## src/rtl/fb_arbiter_pkg.sv

```systemverilog
// Shared types for the framebuffer arbiter: FSM state, read-owner tag and default sizing.
package fb_arbiter_pkg;
    localparam int AW_DEF     = 16;
    localparam int RD_LAT_DEF = 2;

    typedef enum logic {
        ST_IDLE  = 1'b0,
        ST_CLEAR = 1'b1
    } state_t;

    typedef enum logic {
        OWN_DISP = 1'b0,
        OWN_HOST = 1'b1
    } owner_t;

    typedef struct packed {
        logic   vld;
        owner_t owner;
    } tag_t;
endpackage

```

## src/rtl/fb_arbiter_rd_tag_pipe.sv

```systemverilog
// Read-return tag delay line: tracks which requester owns each outstanding read.
// Latency: exactly RD_LAT cycles, matching the registered-output memory.
// Backpressure: none; shifts every cycle, cleared asynchronously by reset.
module rd_tag_pipe
    import fb_arbiter_pkg::*;
#(
    parameter int RD_LAT = RD_LAT_DEF
) (
    input  logic i_clk,
    input  logic i_rst_n,
    input  tag_t i_tag,
    output tag_t o_tag
);
    tag_t pipe [RD_LAT];

    always_ff @(posedge i_clk or negedge i_rst_n) begin
        if (!i_rst_n) begin
            for (int i = 0; i < RD_LAT; i++) pipe[i] <= '0;
        end else begin
            pipe[0] <= i_tag;
            for (int i = 1; i < RD_LAT; i++) pipe[i] <= pipe[i-1];
        end
    end

    assign o_tag = pipe[RD_LAT-1];
endmodule

```

## src/rtl/fb_arbiter.sv

```systemverilog
// Single-port framebuffer arbiter: display > fill > host, one access per cycle.
// Latency: memory command is combinational; read returns RD_LAT cycles after issue.
// Backpressure: display never stalls; fill yields to display; host waits on o_host_ready.
module fb_arbiter
    import fb_arbiter_pkg::*;
#(
    parameter int AW     = AW_DEF,
    parameter int RD_LAT = RD_LAT_DEF
) (
    input  logic          i_clk,
    input  logic          i_rst_n,
    input  logic          i_disp_req,
    input  logic [AW-1:0] i_disp_addr,
    output logic          o_disp_valid,
    output logic          o_disp_data,
    input  logic          i_host_valid,
    input  logic          i_host_we,
    input  logic [AW-1:0] i_host_addr,
    input  logic          i_host_wdata,
    output logic          o_host_ready,
    output logic          o_host_rvalid,
    output logic          o_host_rdata,
    input  logic          i_clr_start,
    input  logic          i_clr_value,
    output logic          o_clr_busy,
    output logic          o_mem_ce,
    output logic          o_mem_wre,
    output logic [AW-1:0] o_mem_ad,
    output logic          o_mem_din,
    input  logic          i_mem_dout
);
    state_t        state;
    logic [AW-1:0] fill_cnt;
    logic          fill_val;
    logic          disp_acc;
    logic          fill_acc;
    logic          host_acc;
    tag_t          tag_in;
    tag_t          tag_out;

    // Display path is combinational, so reset must gate it explicitly.
    assign disp_acc     = i_rst_n & i_disp_req;
    assign fill_acc     = (state == ST_CLEAR) & ~i_disp_req;
    assign o_host_ready = i_rst_n & i_host_valid & ~i_disp_req & (state == ST_IDLE) & ~i_clr_start;
    assign host_acc     = o_host_ready;

    always_ff @(posedge i_clk or negedge i_rst_n) begin
        if (!i_rst_n) begin
            state      <= ST_IDLE;
            fill_cnt   <= '0;
            fill_val   <= 1'b0;
            o_clr_busy <= 1'b0;
        end else begin
            case (state)
                ST_IDLE: begin
                    if (i_clr_start) begin
                        state      <= ST_CLEAR;
                        fill_cnt   <= '0;
                        fill_val   <= i_clr_value;
                        o_clr_busy <= 1'b1;
                    end
                end
                ST_CLEAR: begin
                    if (!i_disp_req) begin
                        fill_cnt <= fill_cnt + 1'b1;
                        if (fill_cnt == {AW{1'b1}}) begin
                            state      <= ST_IDLE;
                            o_clr_busy <= 1'b0;
                        end
                    end
                end
                default: state <= ST_IDLE;
            endcase
        end
    end

    always_comb begin
        o_mem_ce  = 1'b0;
        o_mem_wre = 1'b0;
        o_mem_ad  = '0;
        o_mem_din = 1'b0;
        if (disp_acc) begin
            o_mem_ce = 1'b1;
            o_mem_ad = i_disp_addr;
        end else if (fill_acc) begin
            o_mem_ce  = 1'b1;
            o_mem_wre = 1'b1;
            o_mem_ad  = fill_cnt;
            o_mem_din = fill_val;
        end else if (host_acc) begin
            o_mem_ce  = 1'b1;
            o_mem_wre = i_host_we;
            o_mem_ad  = i_host_addr;
            o_mem_din = i_host_we & i_host_wdata;
        end
    end

    always_comb begin
        tag_in       = '0;
        tag_in.vld   = disp_acc | (host_acc & ~i_host_we);
        tag_in.owner = disp_acc ? OWN_DISP : OWN_HOST;
    end

    rd_tag_pipe #(.RD_LAT(RD_LAT)) u_tag_pipe (
        .i_clk  (i_clk),
        .i_rst_n(i_rst_n),
        .i_tag  (tag_in),
        .o_tag  (tag_out)
    );

    assign o_disp_valid  = tag_out.vld & (tag_out.owner == OWN_DISP);
    assign o_host_rvalid = tag_out.vld & (tag_out.owner == OWN_HOST);
    assign o_disp_data   = o_disp_valid & i_mem_dout;
    assign o_host_rdata  = o_host_rvalid & i_mem_dout;
endmodule

```

## config.mk

```make
export PLATFORM = sky130hd
export DESIGN_NAME = fb_arbiter
export DESIGN_NICKNAME = d
export VERILOG_FILES = /design/src/rtl/fb_arbiter_pkg.sv /design/src/rtl/fb_arbiter_rd_tag_pipe.sv /design/src/rtl/fb_arbiter.sv
export SDC_FILE = /design/constraint.sdc
export NUM_CORES = 1
export LEC_CHECK = 0
export ABC_AREA = 1
export CORE_MARGIN = 2
export CORE_UTILIZATION = 42
export DETAILED_ROUTE_END_ITERATION = 7
export PLACE_DENSITY = 0.79
export SKIP_CTS_REPAIR_TIMING = 1
export SLEW_MARGIN = 20
export SYNTH_ARGS = -nofsm -noshare
export SYNTH_HDL_FRONTEND = slang
export SYNTH_SLANG_ARGS = --single-unit
```

## constraint.sdc

```tcl
create_clock -name i_clk -period 1.75 [get_ports i_clk]
set_input_delay 0.525 -clock i_clk [delete_from_list [all_inputs] [get_ports i_clk]]
set_output_delay 0.525 -clock i_clk [all_outputs]
set_load 0.05 [all_outputs]
```

Yosys cells after proc, flatten, opt, wreduce, memory -nomap -nowiden
Cells that the tools add are included.
W data, S select, Z words.
{ "totals": {"output_inout_bits": 25, "reg_bits": 23, "word_cells": 58} }
{ "op_classes": {"add_sub_neg": 1, "mux": 24, "bitwise_logic": 18, "n_reduce_logical": 3, "n_eq_ne": 4} }
{ "ops": {"columns": ["op", "n"], "rows": [
  ["$mux W16", 5],
  ["$pmux W16 S2", 1],
  ["$add A16 B1 Y16 const B", 1],
  ["$eq A16 B16 Y1 const B", 1],
  ["$mux W1", 16],
  ["$and A1 B1 Y1", 12],
  ["$not A1 Y1", 5],
  ["$ne A2 B2 Y1 const B", 2],
  ["$pmux W1 S2", 2],
  ["$reduce_and A2 Y1", 2],
  ["$reduce_and A3 Y1", 1],
  ["$ne A2 B1 Y1 const B", 1],
  ["$or A1 B1 Y1", 1]
]} }

Depth between registers and ports, before layout
{ "logic_depth": {"word_depth": 7, "depth_mapped": 9, "ltp_nobuf": 9} }

By module
Synthesis repeated with hierarchy kept, for this count alone.
{ "hier_totals": {"cells_unflattened": 224, "hier_area_um2": 1562.7} }
{ "by_module_without_submodules": {"columns": ["mod", "seq_area_each_um2", "n_inst", "cells_per_inst", "area_each_um2"], "rows": [
  ["fb_arbiter", 475.5, 1, 218, 1447.6],
  ["rd_tag_pipe", 100.1, 1, 6, 115.1]
]} }

Worst setup path after synthesis
No wires, ideal clock.
{ "synth_timing": {"kind": "input to output", "from": "input port i_disp_req", "to": "output port o_mem_ad[0]", "required_time_ps": 1225, "t_arrival_ps": 1794, "cell_stages": 6, "setup_slack_ps": -569, "path_cell_list": "inv_2 > nand3_1 > nor3_2 > buf_2 > nand2_1 > a21oi_1"} }
{ "synth_via": {"elab_chain_cells": 7, "word_cells_on_any_way": 9, "cone_classes": "mux (3); bitwise (6)"} }
{ "synth_rtl": {"columns": ["element", "line_no", "rtl"], "rows": [
  ["from (decl)", "fb_arbiter.sv:12", "input logic i_disp_req,"],
  ["$not A1 Y1", "fb_arbiter.sv:43, fb_arbiter.sv:44", null],
  ["$and A1 B1 Y1 (3 in a row)", "fb_arbiter.sv:44", "assign o_host_ready = i_rst_n & i_host_valid & ~i_disp_req & (state == ST_IDLE) & ~i_clr_start;"],
  ["$mux W16", "fb_arbiter.sv:90", "end else if (host_acc) begin"],
  ["$mux W16", "fb_arbiter.sv:85", "end else if (fill_acc) begin"],
  ["$mux W16 (*)", "fb_arbiter.sv:82", "if (disp_acc) begin"],
  ["to (decl)", "fb_arbiter.sv:28", "output logic [AW-1:0] o_mem_ad,"]
]} }
Every way passes the cells marked *; elsewhere a longest branch is shown, timed or not.

Final worst setup path
{ "layout_timing": {"from": "input port i_disp_req", "to": "output port o_mem_ad[12]"} }
The elaborated chain is that of the path after synthesis.

==> flow_summary.json <==
{
  "io_pins": 66,
  "initial_core_util_pct": 44.7,
  "rows": 21,
  "dr.pass1.iters": 4,
  "status": "complete, but fails checks",
  "synth-edff-count": 0,
  "die_area_um2": 4140,
  "syn_nets": 265,
  "max_clock_freq_mhz": 431,
  "core_um2": 3420,
  "cts_tree": "yes",
  "total_power_w": 0.00173,
  "fin_worst_skew_ns": 0.0104,
  "drt-initial-drc-count": 127,
  "setup_ws_ns": -0.569,
  "rsz0062_at_grt": "yes",
  "grt_pass1_wl_um": 8830,
  "cts_max_level": 1,
  "drc": 0,
  "wl_per_cell_um": 17.5,
  "hold_path.class": "reg -> reg",
  "grt.met3_usage_pct": 3.70,
  "whs_ns": 0.372,
  "fin_crit_sh_pct": 133,
  "drv_cap": 0,
  "critPathLaunchType": "input pin",
  "seqPwrFrac_pct": 37.3,
  "cts-buffers-inserted": 3,
  "pwr-share-comb_pct": 46.8,
  "p_sw_share_pct": 39.5,
  "finish.utilization_pct": 89.8,
  "p_per_area_nw_per_um2": 563,
  "violations": "setup timing",
  "nets": 364,
  "cts.sinks": 23,
  "yosys_warnings": 0,
  "clk_path_buf_depth": 2,
  "clk_latency_ns": 0.33,
  "ys_types": 25,
  "gp_congestion": 0.960,
  "worst_pin_slew_ns": 0.352,
  "path_class": "in -> out",
  "ant_nets": 0,
  "hold_violations": 0,
  "critPathSlowestCell": "nor3_4",
  "synthArstFlopShare_pct": 100,
  "grt_usage_pct": 27.5,
  "synth_top_flop_cell": "dfrtp_1",
  "setup_viol": 20,
  "slowest_delay_ns": 0.33,
  "critPathArrivalTime_ns": 1.79,
  "switchingPower_w": 0.000683,
  "grtUsageMet1_pct": 31.7,
  "worst_ep_required_time_ns": 1.22,
  "leakage_nw": 1.46,
  "ys_seq_area_share_pct": 37.7,
  "layout-drive-gt1-share_pct": 33.3,
  "die_x_um": 64.3,
  "crit_fanout": 6,
  "ys_top_cells_by_area": "dfrtp_1, nand2_1, nand3_1, inv_1, nor2_1",
  "cpMostUsedCell": "buf_12",
  "busiest_layer": "met2",
  "via_per_inst": 5.24,
  "areaGrowthSynthToFinish_pct": 101,
  "die_height_um": 64.3,
  "synth.largest_area_cell": "dfrtp_1",
  "slew-limit-headroom_pct": 76.4,
  "syn_area_um2": 1530,
  "overflow": 0,
  "via_count": 1924,
  "ir_drop_v": 0.000522,
  "yosysTopAreaCellShare_pct": 37.7,
  "final_max_slew_viol_count": 0,
  "totalWireLength_um": 6430,
  "clk_pin_slew_ns": 0.15,
  "synth_cells": 223,
  "clkPwrFrac_pct": 15.8,
  "portBuffers": 65,
  "clockRootBuffer": "clkbuf_4",
  "antenna_found_initial": 0,
  "antennaDiodeCount": 0,
  "use_met2_pct": 53.0,
  "crit_chain": "buf_6 > buf_8 > inv_16 > nand3_4 > nor3_4 > buf_12 > nand2_1 > o211ai_1 > buf_12",
  "setup_tns_ns": -10.66,
  "grt_pass1_vias": 1932,
  "hpwl_um": 4460,
  "synth_area_per_cell_um2": 6.85,
  "post-route-min-period_ns": 2.32,
  "crit_path_end_kind": "output port",
  "internal_power_w": 0.00104,
  "ys_seq_elements": 23,
  "grt_start_max_net_pins": 24
}
[Yosys cell counts (2+ instances only)]
master	n
o21ai_1	9
o22ai_1	3
nor2_4	3
buf_2	4
a21oi_1	4
inv_2	4
nand3_1	18
inv_1	23
o211ai_1	8
nand2_2	2
nand2_4	3
nor2_1	21
buf_6	2
nand2_1	78
nand3_2	2
nor3_1	3
o21ai_0	5
dfrtp_1	23
nor2_2	2
[path summary, 6_finish.rpt]
| check | end | startpoint | cells after the start | slack [ns] |
|---|---|---|---|---|
| worst max-delay path | o_mem_ad[12] | i_disp_req | 9 | -0.57 |
| worst min-delay path | u_tag_pipe.o_tag[1] | u_tag_pipe.pipe[3] | 0 | 0.37 |
| worst max register to register | fill_cnt[12] | state | 10 | 0.19 |
| worst min register to register | u_tag_pipe.o_tag[1] | u_tag_pipe.pipe[3] | 0 | 0.37 |
| max in group asynchronous | o_clr_busy | i_rst_n | 3 | 1.09 |
| min in group asynchronous | fill_cnt[0] | i_rst_n | 3 | 0.41 |
[cell families after synthesis]
group / synth area share [%]
and+or+nand+nor: 40.1
AOI/OAI and AO/OA: 11.5
buffers and inverters: 9.83
adders and majority gates: 0.819
DFF: 37.7
[power groups by stage]
stage / Sequential, W / Clock, W / Combinational, W
after floorplan: 0.000635 / 0 / 0.000378
after global placement: 0.000644 / 0 / 0.000755
after detailed placement: 0.000650 / 0 / 0.000779
after CTS: 0.000639 / 0.000263 / 0.000782
after global routing: 0.000652 / 0.000301 / 0.000848
final: 0.000645 / 0.000273 / 0.000809
[area by class of cell]
| class | count | area [µm²] |
|---|---|---|
| clock buffer | 3 | 22.5 |
| clock inverter | 1 | 5.00 |
| fill | 150 | 348 |
| inverter | 28 | 124 |
| multi-input combinational | 166 | 1020 |
| sequential | 23 | 576 |
| tap | 46 | 57.6 |
| timing repair buffer | 100 | 1270 |
[metrics by stage]
stage	std cells	area (µm²)	setup WS (ns)
final	367	3070	-0.569
after global routing	367	3070	-0.609
after CTS	365	2970	-0.823
after detailed placement	361	2940	-0.817
after global placement	361	2940	-0.746
after floorplan	223	1720	-0.340
[cell usage in the layout (no fill, tap or decap), drive strengths merged]
master,count
dfrtp,23
nor2,26
dlymetal6s2s,4
nand2,83
clkdlybuf4s50,35
nand3b,1
a21oi,4
o31ai,1
nand3,20
o22ai,3
nand4,1
clkinv,1
inv,28
o211ai,8
ha,1
nor3,4
buf,60
clkbuf,4
o21ai,14
[worst max-delay path, delay by kind of cell]
kind,cells,cell delay [ns]
AO/OA/AOI/OAI,1,0.18
buffers and inverters,5,0.63
AND/OR/NAND/NOR,3,0.47
[registers in the layout, summed over array words and instances, names as in the netlist]
register	flops
u_tag_pipe.o_tag	2
o_clr_busy	1
fill_cnt	16
fill_val	1
u_tag_pipe.pipe	2
state	1
[metal layers]
metal | vias to the layer above | share of wire (%)
met5 | - | 0
met4 | 0 | 3.2
met3 | 27 | 7.4
met2 | 114 | 52
met1 | 868 | 37
li1 | 915 | -
Note: power is estimated with default switching activity, not from simulation.
